$ cat src/rtl/clk_div_pkg.sv
// rtl/clk_div_pkg.sv - shared constants and mode encoding for the clock divider
package clk_div_pkg;

    localparam int DEF_WIDTH = 17;
    localparam int DEF_DIV   = 100000;

    typedef enum logic {
        MODE_TOGGLE = 1'b0,
        MODE_PULSE  = 1'b1
    } mode_e;

endpackage

$ cat src/rtl/clk_div_chan.sv
// rtl/clk_div_chan.sv - one divider channel: counter, active/shadow config, outputs
//
// Ports:
//   clk, rst        system clock, asynchronous active-low reset
//   en              channel enable; low holds the counter and outputs at 0
//   cfg_we          write strobe for the shadow divisor/mode (only while not pending)
//   cfg_div         new divisor
//   cfg_mode        new mode (0 toggle, 1 pulse)
//   pending         shadow config waiting for its apply point
//   clk_div         divided output
//   tick            one-cycle strobe after each terminal count
module clk_div_chan
    import clk_div_pkg::*;
#(
    parameter int WIDTH       = DEF_WIDTH,
    parameter int DEFAULT_DIV = DEF_DIV
) (
    input  logic             clk,
    input  logic             rst,
    input  logic             en,
    input  logic             cfg_we,
    input  logic [WIDTH-1:0] cfg_div,
    input  logic             cfg_mode,
    output logic             pending,
    output logic             clk_div,
    output logic             tick
);

    logic [WIDTH-1:0] count_q;
    logic [WIDTH-1:0] div_q;
    logic [WIDTH-1:0] sdiv_q;
    mode_e            mode_q;
    mode_e            smode_q;
    logic             pending_q;
    logic             clk_div_q;
    logic             tick_q;
    logic             tc;

    assign tc = en && (count_q == div_q - WIDTH'(1));

    always_ff @(posedge clk or negedge rst) begin
        if (!rst) begin
            count_q   <= '0;
            div_q     <= WIDTH'(DEFAULT_DIV);
            sdiv_q    <= WIDTH'(DEFAULT_DIV);
            mode_q    <= MODE_TOGGLE;
            smode_q   <= MODE_TOGGLE;
            pending_q <= 1'b0;
            clk_div_q <= 1'b0;
            tick_q    <= 1'b0;
        end else begin
            if (!en) begin
                count_q   <= '0;
                clk_div_q <= 1'b0;
                tick_q    <= 1'b0;
                // A stopped channel has no terminal count to wait for.
                if (pending_q) begin
                    div_q     <= sdiv_q;
                    mode_q    <= smode_q;
                    pending_q <= 1'b0;
                end
            end else begin
                tick_q <= tc;
                if (tc) begin
                    count_q <= '0;
                    if (pending_q) begin
                        // Switch over at the period boundary so no runt cycle appears.
                        div_q     <= sdiv_q;
                        mode_q    <= smode_q;
                        pending_q <= 1'b0;
                        clk_div_q <= 1'b0;
                    end else if (mode_q == MODE_TOGGLE) begin
                        clk_div_q <= ~clk_div_q;
                    end else begin
                        clk_div_q <= 1'b1;
                    end
                end else begin
                    count_q <= count_q + WIDTH'(1);
                    if (mode_q == MODE_PULSE) begin
                        clk_div_q <= 1'b0;
                    end
                end
            end
            // cfg_we is only raised while pending_q is clear, so it never races the apply.
            if (cfg_we) begin
                sdiv_q    <= cfg_div;
                smode_q   <= mode_e'(cfg_mode);
                pending_q <= 1'b1;
            end
        end
    end

    assign pending = pending_q;
    assign clk_div = clk_div_q;
    assign tick    = tick_q;

endmodule

$ cat src/rtl/clk_divider_multi.sv
// rtl/clk_divider_multi.sv - multi-channel programmable clock divider / tick generator
//
// Ports:
//   clk, rst        system clock, asynchronous active-low reset
//   en              per-channel enable
//   cfg_valid/ready config handshake; ready is low while the target channel is pending
//   cfg_chan        target channel
//   cfg_div         new divisor (0 is rejected)
//   cfg_mode        0 toggle, 1 pulse
//   cfg_err         one-cycle flag after a rejected config
//   clk_div, tick   per-channel divided output and terminal-count strobe
module clk_divider_multi
    import clk_div_pkg::*;
#(
    parameter int  CHANNELS    = 4,
    parameter int  WIDTH       = DEF_WIDTH,
    parameter int  DEFAULT_DIV = DEF_DIV,
    localparam int CW          = (CHANNELS > 1) ? $clog2(CHANNELS) : 1
) (
    input  logic                clk,
    input  logic                rst,
    input  logic [CHANNELS-1:0] en,
    input  logic                cfg_valid,
    output logic                cfg_ready,
    input  logic [CW-1:0]       cfg_chan,
    input  logic [WIDTH-1:0]    cfg_div,
    input  logic                cfg_mode,
    output logic                cfg_err,
    output logic [CHANNELS-1:0] clk_div,
    output logic [CHANNELS-1:0] tick
);

    logic [CHANNELS-1:0] pending;
    logic [CHANNELS-1:0] cfg_we;
    logic [2**CW-1:0]    pending_pad;
    logic                chan_ok;
    logic                cfg_fire;
    logic                cfg_bad;
    logic                cfg_err_q;

    // Pad to the full index range so an out-of-range channel reads as not pending.
    always_comb begin
        pending_pad                 = '0;
        pending_pad[CHANNELS-1:0]   = pending;
    end

    assign chan_ok   = int'(cfg_chan) < CHANNELS;
    assign cfg_ready = !pending_pad[cfg_chan];
    assign cfg_fire  = cfg_valid && cfg_ready;
    assign cfg_bad   = (cfg_div == '0) || !chan_ok;

    always_ff @(posedge clk or negedge rst) begin
        if (!rst) begin
            cfg_err_q <= 1'b0;
        end else begin
            cfg_err_q <= cfg_fire && cfg_bad;
        end
    end

    assign cfg_err = cfg_err_q;

    for (genvar i = 0; i < CHANNELS; i++) begin : g_chan
        assign cfg_we[i] = cfg_fire && !cfg_bad && (int'(cfg_chan) == i);

        clk_div_chan #(
            .WIDTH       (WIDTH),
            .DEFAULT_DIV (DEFAULT_DIV)
        ) u_chan (
            .clk      (clk),
            .rst      (rst),
            .en       (en[i]),
            .cfg_we   (cfg_we[i]),
            .cfg_div  (cfg_div),
            .cfg_mode (cfg_mode),
            .pending  (pending[i]),
            .clk_div  (clk_div[i]),
            .tick     (tick[i])
        );
    end

endmodule

$ cat config.mk
export PLATFORM = sky130hd
export DESIGN_NAME = clk_divider_multi
export DESIGN_NICKNAME = d
export VERILOG_FILES = /design/src/rtl/clk_div_pkg.sv /design/src/rtl/clk_div_chan.sv /design/src/rtl/clk_divider_multi.sv
export SDC_FILE = /design/constraint.sdc
export NUM_CORES = 1
export LEC_CHECK = 0
export BUFFER_PORTS_ARGS = -buffer_cell sky130_fd_sc_hd__buf_4
export CAP_MARGIN = 0
export CORE_UTILIZATION = 50
export CTS_CLUSTER_DIAMETER = 120
export DETAILED_ROUTE_END_ITERATION = 16
export GPL_ROUTABILITY_DRIVEN = 0
export PLACE_DENSITY = 0.66
export SYNTH_ARGS = -nofsm -noshare
export SYNTH_HDL_FRONTEND = slang
export SYNTH_SLANG_ARGS = --single-unit
$ cat constraint.sdc
create_clock -name clk -period 4.1 [get_ports clk]
set_input_delay 0.205 -clock clk [delete_from_list [all_inputs] [get_ports clk]]
set_output_delay 0.205 -clock clk [all_outputs]
set_load 0.05 [all_outputs]
== Yosys cells after proc, flatten, opt, wreduce, memory -nomap -nowiden ==
Cells that the tools add are included.

* Multiplexer cells: 70
* $lt $le $gt $ge: 1
* Bitwise logic cells: 4
* Reductions and logical operators: 15
* Add/sub/neg operators: 8
* Equality and inequality tests: 19

{| class="wikitable"
|+ Operators with widths
! cell !! count
|-
| $mux W17 || 20
|-
| $add A17 B1 Y17 const B || 4
|-
| $eq A17 B17 Y1 || 4
|-
| $sub A17 B1 Y17 const B || 4
|-
| $mux W1 || 49
|-
| $ne A3 B1 Y1 const B || 8
|-
| $logic_not A17 Y1 || 1
|-
| $logic_and A1 B1 Y1 || 11
|-
| $ne A2 B1 Y1 const B || 4
|-
| $eq A2 B2 Y1 const B || 2
|-
| $not A1 Y1 || 4
|-
| $lt A2 B3 Y1 const B || 1
|-
| $bmux W1 S2 || 1
|-
| $eq A2 B1 Y1 const B || 1
|-
| $logic_not A1 Y1 || 2
|-
| $logic_not A2 Y1 || 1
|}

* Output and inout bits: 10
* Word-level logic and storage cells: 150
* Input bits: 27
* Flip-flop bits (word level): 225

== Logic depth before layout (Yosys ltp) ==
Gate-level depths: netlist (run 1).

* Depth in word-level cells: 7
* Mapped depth: 12
* Depth with buffers taken out: 9

== By module ==
A second synthesis (run 1) with hierarchy kept.

* Cell total of the unflattened synthesis: 1186
* Area, all modules: 12575.8 sq um

{| class="wikitable"
|+ Modules (own cells, without submodules)
! module !! instances !! sequential area each (sq um) !! area an instance (sq um) !! cells each
|-
| clk_div_chan at g_chan[1].u_chan ... || 2 || 1416.4 || 2945.3 || 253
|-
| clk_div_chan at g_chan[0].u_chan || 1 || 1416.4 || 3397.0 || 347
|-
| clk_div_chan at g_chan[3].u_chan || 1 || 1416.4 || 3104.2 || 312
|-
| clk_divider_multi || 1 || 25.0 || 183.9 || 21
|}

== Worst setup path after synthesis (run 1) ==
Ideal clock, no wire load.

* Kind: flip-flop to flip-flop
* From: register g_chan[1].u_chan.div_q[0]
* To: register g_chan[1].u_chan.div_q[11]
* Setup time: 0.125 ns
* Arrival time: 2.981 ns
* Path slack: 0.994 ns
* Path buffers: 2
* Period minus slack after synthesis: 3.106 ns
* Stages on the path, launching flop included: 12
* Data required time: 3.975 ns
* Cells stage by stage: dfrtp_1 > inv_1 > ha_1 > or3b_2 > buf_2 > nor4_4 > mux2_1 > a31oi_1 > o2111ai_4 > o22ai_4 > buf_6 > mux2_4

* Word-level cells in the longest chain between the ends: 4

{| class="wikitable"
|+ Ends and longest elaborated chain
! item !! RTL line !! text
|-
| start: declaration || clk_div_chan.sv:30 || <nowiki>logic [WIDTH-1:0] div_q;</nowiki>
|-
| start signal: assignment || clk_div_chan.sv:44 || <nowiki>div_q <= WIDTH'(DEFAULT_DIV);</nowiki>
|-
| start signal: assignment || clk_div_chan.sv:58 || <nowiki>div_q <= sdiv_q;</nowiki>
|-
| start signal: assignment || clk_div_chan.sv:68 || <nowiki>div_q <= sdiv_q;</nowiki>
|-
| $sub A17 B1 Y17 || clk_div_chan.sv:39 || <nowiki>assign tc = en && (count_q == div_q - WIDTH'(1));</nowiki>
|-
| $eq A17 B17 Y1 || clk_div_chan.sv:39 ||
|-
| $logic_and A1 B1 Y1 || clk_div_chan.sv:39 ||
|-
| $ne A2 B1 Y1 (no line) || -- ||
|}

Every way passes these cells.
A chain may end at the register's enable or synchronous reset.

== Worst setup path after layout (run 1) ==
* From: register g_chan[2].u_chan.div_q[8]
* To: register g_chan[2].u_chan.div_q[13]

* Word-level cells in the longest chain between the ends: 4

{| class="wikitable"
|+ Ends and longest elaborated chain
! item !! RTL line
|-
| start: declaration || clk_div_chan.sv:30
|-
| start signal: assignment || clk_div_chan.sv:44
|-
| start signal: assignment || clk_div_chan.sv:58
|-
| start signal: assignment || clk_div_chan.sv:68
|-
| $sub A17 B1 Y17 || clk_div_chan.sv:39
|-
| $eq A17 B17 Y1 || clk_div_chan.sv:39
|-
| $logic_and A1 B1 Y1 || clk_div_chan.sv:39
|-
| $ne A2 B1 Y1 (no line) || --
|}

Every way passes these cells.

==> impl_metrics.ini, run 1 <==
[status]
status = complete, no violations

[job]
cap_violations = 0

[route]
drc = 0
ant_nets = 0
wl_mm = 26.6
dr_total_vias = 8796
drt_iter0_drc = 640
wire_per_inst_microns = 17.1
avgViaCountPerCell = 5.65
dr.pass1.iters = 5

[sta]
relSlewSlack_pct = 31.2
finalSetupTns_ns = 0
worstMarginPinSlew_ns = 1.03
skew_ns = 0.00824
hold_viol = 0
period_share_pct = 80.6
rsz0062_at_grt = false
fin_crit_ns = 3.31
slew_viol_final = 0
setup_violations = 0
max_freq_mhz = 302

[yosys]
synth_cell_type_count = 81
synth_area_sq_um = 12400
netlist.area_leader.share_pct = 35.7
synth_cells = 1185
yosysTopAreaCell = dfrtp_1
synth_area_leaders = dfrtp_1, dfstp_2, mux2_2
synthFlopType = dfrtp_1
ys.warnings.count = 0
synth_sequential_area_ratio_pct = 45.9
synth.avg_cell_area_sq_um = 10.5
synth-edff-count = 0
postSynthNetCount = 1220
ys_seq_elements = 225
async_reset_ff_share_pct = 100

[worst_setup_path]
start_kind = flop
cp_data_arrival_time_ns = 3.72
path_class = flop to flop
crit_path_end_kind = flop
cp_max_fo = 18
worstPathRequired_ns = 4.51

[placed_design]
place.port_buffers = 36
dp_hpwl_mm = 18.2
dp.cells = 1492
placed_area_sq_um = 12900

[min_path]
worstHoldPathType = input port to flop

[layout]
design_area_sq_um = 14000
layout.cells.non_filler = 1558
drive_gt1_share_pct = 23.8
nNetsFinal = 1250
antenna_cells = 0
final_util_pct = 57.4
area_growth_pct = 12.6

[global_routing]
grt_pass1_vias = 8676
grt.total_usage_pct = 21.6
grt_max_degree = 130
overflow = 0
antenna_found_initial = 0
grt_pass1_wl_mm = 45.2

[clock_tree]
cts_tree = yes
insertion_delay_ns = 0.53
cts_resized = 0
cts_setup_buffers = 0
clk_pin_slew_ns = 0.06
ctsHoldBuffers = 19
cts_sinks = 225
clockRootBuffer = clkbuf_16
cts_buffers = 26
htree_num_levels = 1
clockBufferDepth = 3

[power_and_ir_drop]
power.density_nw_per_um2 = 517
finalPower_mw = 7.22
max-vdd-ir-drop_uv = 321
power_leakage_nw = 5.61

[floorplan]
coreArea_sq_um = 24300
start_util_pct = 51.0
die_area_sq_um = 25400
ios = 37
die_x_microns = 159
rows = 57
die-height_microns = 159
-- report_power, final --
| part | switching, mW | internal [mW] | total, mW |
|---|---|---|---|
| logic | 0.735 | 0.826 | 1.56 |
| registers | 0.521 | 2.76 | 3.28 |
| clock network | 0.916 | 1.47 | 2.38 |
| total | 2.17 | 5.05 | 7.22 |
-- final cells by class --
type,instances,area (sq um)
well taps,324,405
flip-flops and latches,225,5690
clock buffers,39,801
fillers,2071,10400
clock inverters,8,97.6
repair buffers,75,618
multi-input cells,864,6260
inverters,23,86.3
-- layer usage --
metal  vias up  GRT usage, %  wire [microns]
li1       4273             -               -
met1      4366          30.9           13000
met5         -             0               0
met4         0          5.24             548
met2       116          34.7           12200
met3        41          2.89             907
-- through the flow --
step	setup slack [ns]	hold WS [ns]
floorplan	0.994	-0.0906
global placement	0.872	0.377
detailed placement	0.786	0.380
CTS	0.771	0.00166
global route	0.562	0.00908
finish	0.794	0.0234
-- path summary, 6_finish.rpt --
kind / cells past startpoint / start / slack [ns] / end
max in group asynchronous: 3 / rst / 2.70 / g_chan[0].u_chan.div_q[16]$_DFFE_PN1P_
min reg2reg: 2 / g_chan[3].u_chan.sdiv_q[10]$_DFFE_PN1P_ / 0.49 / g_chan[3].u_chan.div_q[10]$_DFFE_PN1P_
min in group asynchronous: 2 / rst / 0.32 / g_chan[3].u_chan.count_q[9]$_DFF_PN0_
max reg2reg: 7 / g_chan[2].u_chan.div_q[8]$_DFFE_PN0P_ / 0.79 / g_chan[2].u_chan.div_q[13]$_DFFE_PN0P_
max: 7 / g_chan[2].u_chan.div_q[8]$_DFFE_PN0P_ / 0.79 / g_chan[2].u_chan.div_q[13]$_DFFE_PN0P_
min: 2 / cfg_div[15] / 0.02 / g_chan[0].u_chan.sdiv_q[15]$_DFFE_PN1P_
-- cells by family after synthesis --
logic type	Yosys count	share of synthesized area, %
simple gates	443	18.9
flops	225	45.9
compound gates	157	9.70
xor+xnor	135	9.65
mux	121	11.3
buf+inv	96	3.70
fa+ha+maj	8	0.807
-- cell usage in the layout, fill, tap and decap left out, types with 4 or more instances in the layout --
master	instances
nor3_1	23
a211oi_1	4
or4_1	12
o21ai_0	19
mux2_2	102
xnor2_1	74
nor2b_1	10
nand4_1	15
and2_1	6
nand2_1	90
nor4_1	22
inv_1	22
dfstp_2	48
buf_4	55
dfrtp_1	177
clkbuf_1	4
nor2_1	116
nor3b_1	4
o21ai_2	4
clkbuf_16	27
o2111ai_1	5
nand2b_1	27
and4_1	4
nand3_1	41
clkinv_2	4
mux2i_1	7
dlygate4sd3_1	19
and3_1	17
mux2_4	10
clkbuf_8	8
or3_1	9
nand3b_1	14
xor2_1	60
o211ai_1	75
a21oi_1	8
ha_1	8
o22ai_1	4
nand4b_1	4
-- worst max-delay path, cell delays in order (launching register included) --
cell      delay [ns]
dfrtp_1         0.45
nor3_1          0.52
nand4_1         0.29
mux2_2          0.29
a31oi_1         0.09
o2111a_2        0.31
o21ai_2         0.80
mux2_2          0.43
-- synthesized netlist by cell type (8+ instances only) --
master	count
buf_4	11
a21oi_1	8
o211ai_1	75
xor2_1	60
ha_1	8
buf_2	15
nor3_1	23
o21ai_0	19
or3_1	9
xnor2_1	74
dfrtp_1	177
mux2_2	102
clkbuf_1	36
nor4_1	22
nand2_1	90
nor2_1	116
nand4_1	15
nand2b_1	27
and3_1	17
nand3_1	41
nand3b_1	14
or4_1	12
nor2b_1	10
inv_1	22
mux2_4	10
dfstp_2	48
-- sequential cells by signal, indices dropped and copies added, names as in the netlist, 4 cells and up --
signal                 cells
g_chan.u_chan.clk_div      4
g_chan.u_chan.count_q     68
g_chan.u_chan.tick         4
g_chan.u_chan.smode_q      4
g_chan.u_chan.mode_q       4
g_chan.u_chan.div_q       68
g_chan.u_chan.sdiv_q      68
g_chan.u_chan.pending      4
Note: power is estimated with default switching activity, not from simulation.
==> inputs of run 2 (changes only) <==
Clock period 4.1 ns to 3.2 ns, I/O delays scaled along.
==> run 2 against run 1 <==
Effect of this change:
- clock skew shrank 0.0024 ns
- utilization grew 1.1 points
- sequential share of layout area shrank 0.78 points
- combinational power grew 36%
- worst setup slack lost 0.64 ns
- design area grew 1.9%
- clock power grew 26%
- die area is the same
- clock-buffer cell count shrank 5
- worst hold slack gained 0.20 ns
==> impl_metrics.ini, run 2 (synthesized netlist as in run 1, its figures left out) <==
[worst_setup_path]
crit_path_end_kind = flop
r2r_slack_ns = 0.15
reg2reg_depth = 9
reg2reg_to = g_chan[1].u_chan.div_q[14]$_DFFE_PN0P_
path_class = flop to flop
worstPathRequired_ns = 3.61
r2r-start = g_chan[1].u_chan.div_q[5]$_DFFE_PN1P_
cp_data_arrival_time_ns = 3.46
cp_max_fo = 9
start_kind = flop

[min_path]
worstHoldPathType = input port to flop
hold_depth = 4
hold_end = g_chan[2].u_chan.pending$_DFFE_PN0P_
min_from = cfg_chan[1]

[clock_tree]
insertion_delay_ns = 0.53
clockBufferDepth = 3
cts_setup_buffers = 0
clockRootBuffer = clkbuf_16
htree_num_levels = 1
cts_sinks = 225
cts_tree = yes
cts_buffers = 25
clk_pin_slew_ns = 0.06

[placed_design]
dp.cells = 1510
dp_hpwl_mm = 18.2
placed_area_sq_um = 13100
place.port_buffers = 36

[floorplan]
ios = 37
rows = 57
die_x_microns = 159
die_area_sq_um = 25400
coreArea_sq_um = 24300
die-height_microns = 159
start_util_pct = 51.0

[route]
avgViaCountPerCell = 5.57
ant_nets = 0
dr.pass1.iters = 4
wire_per_inst_microns = 17.0
drt_iter0_drc = 552
wl_mm = 26.9
dr_total_vias = 8798
drc = 0

[layout]
fill_cells = 2070
ff_latch_area_sq_um = 5690
drive_gt1_share_pct = 25.2
multi_input_area_sq_um = 6270
layout.cells.non_filler = 1580
reg_top3 = g_chan.u_chan.count_q (68), g_chan.u_chan.div_q (68), g_chan.u_chan.sdiv_q (68)
area_growth_pct = 14.8
design_area_sq_um = 14200
final_common_cell = dfrtp_1
nNetsFinal = 1273
antenna_cells = 0
final_cell_mix = dfrtp_1, nor2_1, mux2_2

[sta]
max_freq_mhz = 328
hold_viol = 0
slew_viol_final = 0
setup_violations = 0
skew_ns = 0.00579
relSlewSlack_pct = 47.8
period_share_pct = 95.3
worstMarginPinSlew_ns = 0.782
timing.hold.ws_ns = 0.219
fin_crit_ns = 3.05

[global_routing]
grt.total_usage_pct = 21.7
grt_pass1_vias = 8794
grt_max_degree = 102
grt_pass1_wl_mm = 45.4
overflow = 0
antenna_found_initial = 0

[power_and_ir_drop]
switching_power_mw = 2.79
switching_share_pct = 30.0
combPwrFrac_pct = 22.8
clock_power_share_pct = 32.4
p_int_mw = 6.51
seq_power_share_pct = 44.8
power_leakage_nw = 5.75
finalPower_mw = 9.30
max-vdd-ir-drop_uv = 407
power.density_nw_per_um2 = 653

[status]
status = complete, no violations

[job]
cap_violations = 0
[run 2: cell types whose count changed in the layout (fill, tap and decap cells not counted), moves of 2 or more]
cell	previous run	this run
buf_4	55	67
buf_12	0	6
clkbuf_1	4	2
dlygate4sd3_1	19	24
[run 2: timing repair]
action                                  CTS  global route
hold buffers                             24             0
gates resized for setup                   0             4
hold endpoints to repair                148             0
endpoints found under the setup margin    0            34
[run 2: per-stage QoR]
stage | util [%] | setup TNS, ns | setup WS (ns)
6_report | 58.5 | 0 | 0.150
5_1_grt | 58.5 | -0.0116 | -0.00811
4_1_cts | 58.3 | 0 | 0.0147
3_5_place_dp | 53.8 | 0 | 0.0293
3_3_place_gp | 53.8 | 0 | 0.0821
2_1_floorplan | - | 0 | 0.0937
[run 2: worst max path at each step]
stage                                                     start                                      to  slack (ns)  cells after the start
after CTS                 g_chan[3].u_chan.div_q[7]$_DFFE_PN1P_  g_chan[3].u_chan.div_q[15]$_DFFE_PN1P_        0.01                      7
final                     g_chan[1].u_chan.div_q[5]$_DFFE_PN1P_  g_chan[1].u_chan.div_q[14]$_DFFE_PN0P_        0.15                      9
after detailed placement  g_chan[3].u_chan.div_q[7]$_DFFE_PN1P_   g_chan[3].u_chan.count_q[1]$_DFF_PN0_        0.03                      7
after global placement    g_chan[3].u_chan.div_q[7]$_DFFE_PN1P_   g_chan[3].u_chan.count_q[1]$_DFF_PN0_        0.08                      7
after floorplan           g_chan[1].u_chan.div_q[0]$_DFFE_PN0P_  g_chan[1].u_chan.div_q[11]$_DFFE_PN0P_        0.09                     11
after global routing      g_chan[1].u_chan.div_q[1]$_DFFE_PN0P_  g_chan[1].u_chan.div_q[13]$_DFFE_PN0P_      -0.008                     10
[run 2: power groups by stage]
| stage | combinational (mW) | clock [mW] | sequential, mW |
|---|---|---|---|
| finish | 2.12 | 3.01 | 4.16 |
| global route | 2.37 | 3.20 | 4.26 |
| CTS | 2.13 | 3.08 | 4.15 |
| detailed placement | 2.09 | 0 | 4.19 |
| global placement | 2.03 | 0 | 4.17 |
| floorplan | 1.69 | 0 | 3.95 |
[run 2: area by class of cell]
cell class	count	share of cell area, %
Clock buffer	34	5.13
Timing Repair Buffer	99	6.35
Inverter	23	0.607
Tap cell	324	2.85
Multi-Input combinational cell	864	44.1
Sequential cell	225	40.0
Clock inverter	11	0.985
[run 2: worst max-delay path, stage by stage, from the launching register on]
cell and delay, ns:
dfstp_2 0.40, or4_1 0.63, buf_4 0.21, nor4_1 0.39
mux2i_1 0.25, a211o_1 0.14, nand4_1 0.16, o22ai_4 0.24
clkbuf_16 0.22, mux2_4 0.30
[run 2: per-layer routing]
| metal | global-route usage [%] | vias up | wire (microns) |
|---|---|---|---|
| li1 | - | 4319 | - |
| met1 | 31.1 | 4333 | 13000 |
| met2 | 34.6 | 110 | 12600 |
| met3 | 2.71 | 36 | 763 |
| met4 | 5.99 | 0 | 568 |
| met5 | 0 | - | 0 |
==> inputs of run 3 (changes only) <==
Settings changed: SYNTH_HIERARCHICAL set to 1.
==> run 3 against run 2 <==
Effect of this change:
- combinational power grew 12%
- final cell count grew 0.51%
- worst setup slack got worse by 0.039 ns
- largest cell class unchanged
- largest power group unchanged
==> impl_metrics.ini, run 3 <==
[yosys]
ys.warnings.count = 6
netlist.area_leader.share_pct = 35.2
synthFlopType = dfrtp_1
synth_area_sq_um = 12600
yosysTopAreaCell = dfrtp_1
yosys-top-cells-count = dfrtp_1, nor2_1, xnor2_1
synth.avg_cell_area_sq_um = 10.6
async_reset_ff_share_pct = 100
ys_seq_elements = 225
yosysMostFrequentCell = dfrtp_1
synth_sequential_area_ratio_pct = 45.2
synth_cells = 1186
synth-edff-count = 0
synth_area_leaders = dfrtp_1, dfstp_2, mux2_2
synth_cell_type_count = 86
postSynthNetCount = 1221

[sta]
hold_viol = 0
finalSetupTns_ns = 0
setup_violations = 0
fin_crit_ns = 3.09
skew_ns = 0.00809
setup_slack_ns = 0.111
period_share_pct = 96.5
max_freq_mhz = 324
timing.hold.ws_ns = 0.0355
worstMarginPinSlew_ns = 0.934
rsz0062_at_grt = false
relSlewSlack_pct = 37.8
slew_viol_final = 0

[layout]
area_growth_pct = 15.2
final_common_cell = dfrtp_1
antenna_cells = 0
final_cell_mix = dfrtp_1, nor2_1, xnor2_1
reg_top3 = g_chan.u_chan/count_q (68), g_chan.u_chan/div_q (68), g_chan.u_chan/sdiv_q (68)
final_util_pct = 59.2
fill_cells = 2049
ff_latch_area_sq_um = 5690
multi_input_area_sq_um = 6420
layout.cells.non_filler = 1588
nNetsFinal = 1281
design_area_sq_um = 14500
drive_gt1_share_pct = 24.9

[worst_setup_path]
cp_data_arrival_time_ns = 3.49
critPathCapture = g_chan[2].u_chan/div_q[6]$_DFFE_PN0P_
path_class = flop to flop
crit_path_end_kind = flop
startpoint = g_chan[2].u_chan/div_q[0]$_DFFE_PN0P_
worstPathRequired_ns = 3.60
r2r_slack_ns = 0.11
reg2reg_to = g_chan[2].u_chan/div_q[6]$_DFFE_PN0P_
cp_max_fo = 18
r2r-start = g_chan[2].u_chan/div_q[0]$_DFFE_PN0P_
start_kind = flop
reg2reg_depth = 7

[job]
cap_violations = 0

[placed_design]
dp.cells = 1519
dp_hpwl_mm = 19.4
post-place-ws_ns = 0.0370
placed_area_sq_um = 13300
place.port_buffers = 36

[clock_tree]
htree_num_levels = 1
cts_tree = yes
cts_buffers = 25
clk_pin_slew_ns = 0.06
clockRootBuffer = clkbuf_16
clockBufferDepth = 3
cts_sinks = 225
insertion_delay_ns = 0.52

[floorplan]
start_util_pct = 51.4
die_area_sq_um = 25800
coreArea_sq_um = 24500
die_x_microns = 161
rows = 57
die-height_microns = 161
ios = 37

[global_routing]
grt_pass1_vias = 8966
overflow = 0
grt.total_usage_pct = 22.7
grt_max_degree = 105
grt_pass1_wl_mm = 47.6
antenna_found_initial = 0

[power_and_ir_drop]
power_leakage_nw = 6.04
finalPower_mw = 9.74
power.density_nw_per_um2 = 672
max-vdd-ir-drop_uv = 332

[route]
avgViaCountPerCell = 5.72
ant_nets = 0
wl_mm = 28.6
dr_total_vias = 9085
wire_per_inst_microns = 18.0
drc = 0
dr.pass1.iters = 6
drt_iter0_drc = 510

[min_path]
worstHoldPathType = input port to flop

[status]
status = complete, no violations
[run 3: changes by cell type in the layout (fill, tap and decap cells not counted), sizes merged, moves of 14 or more]
cell / delta
a22oi: +20
and2: +14
inv: +20
mux2: -18
nand2: -22
nand3: +37
nand4: +31
nor2: -25
o211ai: -70
o32ai: +18
[run 3: how the worst min path moves through the flow]
stage          start                                     end  cells past startpoint
6_report       en[0]  g_chan[0].u_chan/div_q[10]$_DFFE_PN1P_                      3
5_1_grt        en[0]  g_chan[0].u_chan/div_q[16]$_DFFE_PN1P_                      3
4_1_cts        en[0]  g_chan[0].u_chan/div_q[10]$_DFFE_PN1P_                      3
3_5_place_dp     rst  g_chan[2].u_chan/count_q[12]$_DFF_PN0_                      1
3_3_place_gp     rst  g_chan[2].u_chan/count_q[12]$_DFF_PN0_                      1
2_1_floorplan    rst                       cfg_err$_DFF_PN0_                      0
[run 3: final cells by class]
class | count | share of cell area, %
multi-input cells | 851 | 44.3
flip-flops and latches | 225 | 39.3
repair buffers | 99 | 5.99
clock buffers | 33 | 4.80
well taps | 324 | 2.80
clock inverters | 12 | 1.69
inverters | 44 | 1.14
[run 3: critical path: stages (launching register included)]
cell and delay [ns]:
dfrtp_1 0.43, or4_1 0.70, nor4b_2 0.37, mux2i_1 0.22
o211ai_1 0.17, o41ai_4 0.46, nand2_4 0.26, mux2_4 0.36
[run 3: where the power goes]
group	leakage (nW)	switching, mW	internal (mW)
Combinational	2.84	1.14	1.24
Sequential	2.75	0.617	3.50
Clock	0.445	1.16	2.09
[run 3: kinds of logic (layout without fill, tap and decap cells)]
kind of cell | after synthesis | in the layout | share of synthesized area (%)
xor gates and xnor gates | 138 | 138 | 9.61
muxes | 108 | 108 | 10.1
AOI/OAI and AO/OA | 134 | 134 | 9.66
adders and majority gates | 8 | 8 | 0.796
and+or+nand+nor | 463 | 463 | 20.3
DFF | 225 | 225 | 45.2
buffers and inverters | 110 | 188 | 4.20
[run 3: timing repair]
| action | in CTS | in global routing |
|---|---|---|
| endpoints found under the setup margin | 0 | 61 |
| resized for setup | 0 | 6 |
| buffers inserted | 0 | 2 |
| endpoints found under the hold margin | 166 | 0 |
| hold buffers | 22 | 0 |
[run 3: per-layer routing]
layer,part of all wire (%),up-vias,global-route usage [%]
met3,4.0,42,3.02
met2,47,156,37.1
li1,-,4355,-
met1,47,4532,31.9
met4,1.9,0,5.84
met5,0,-,0
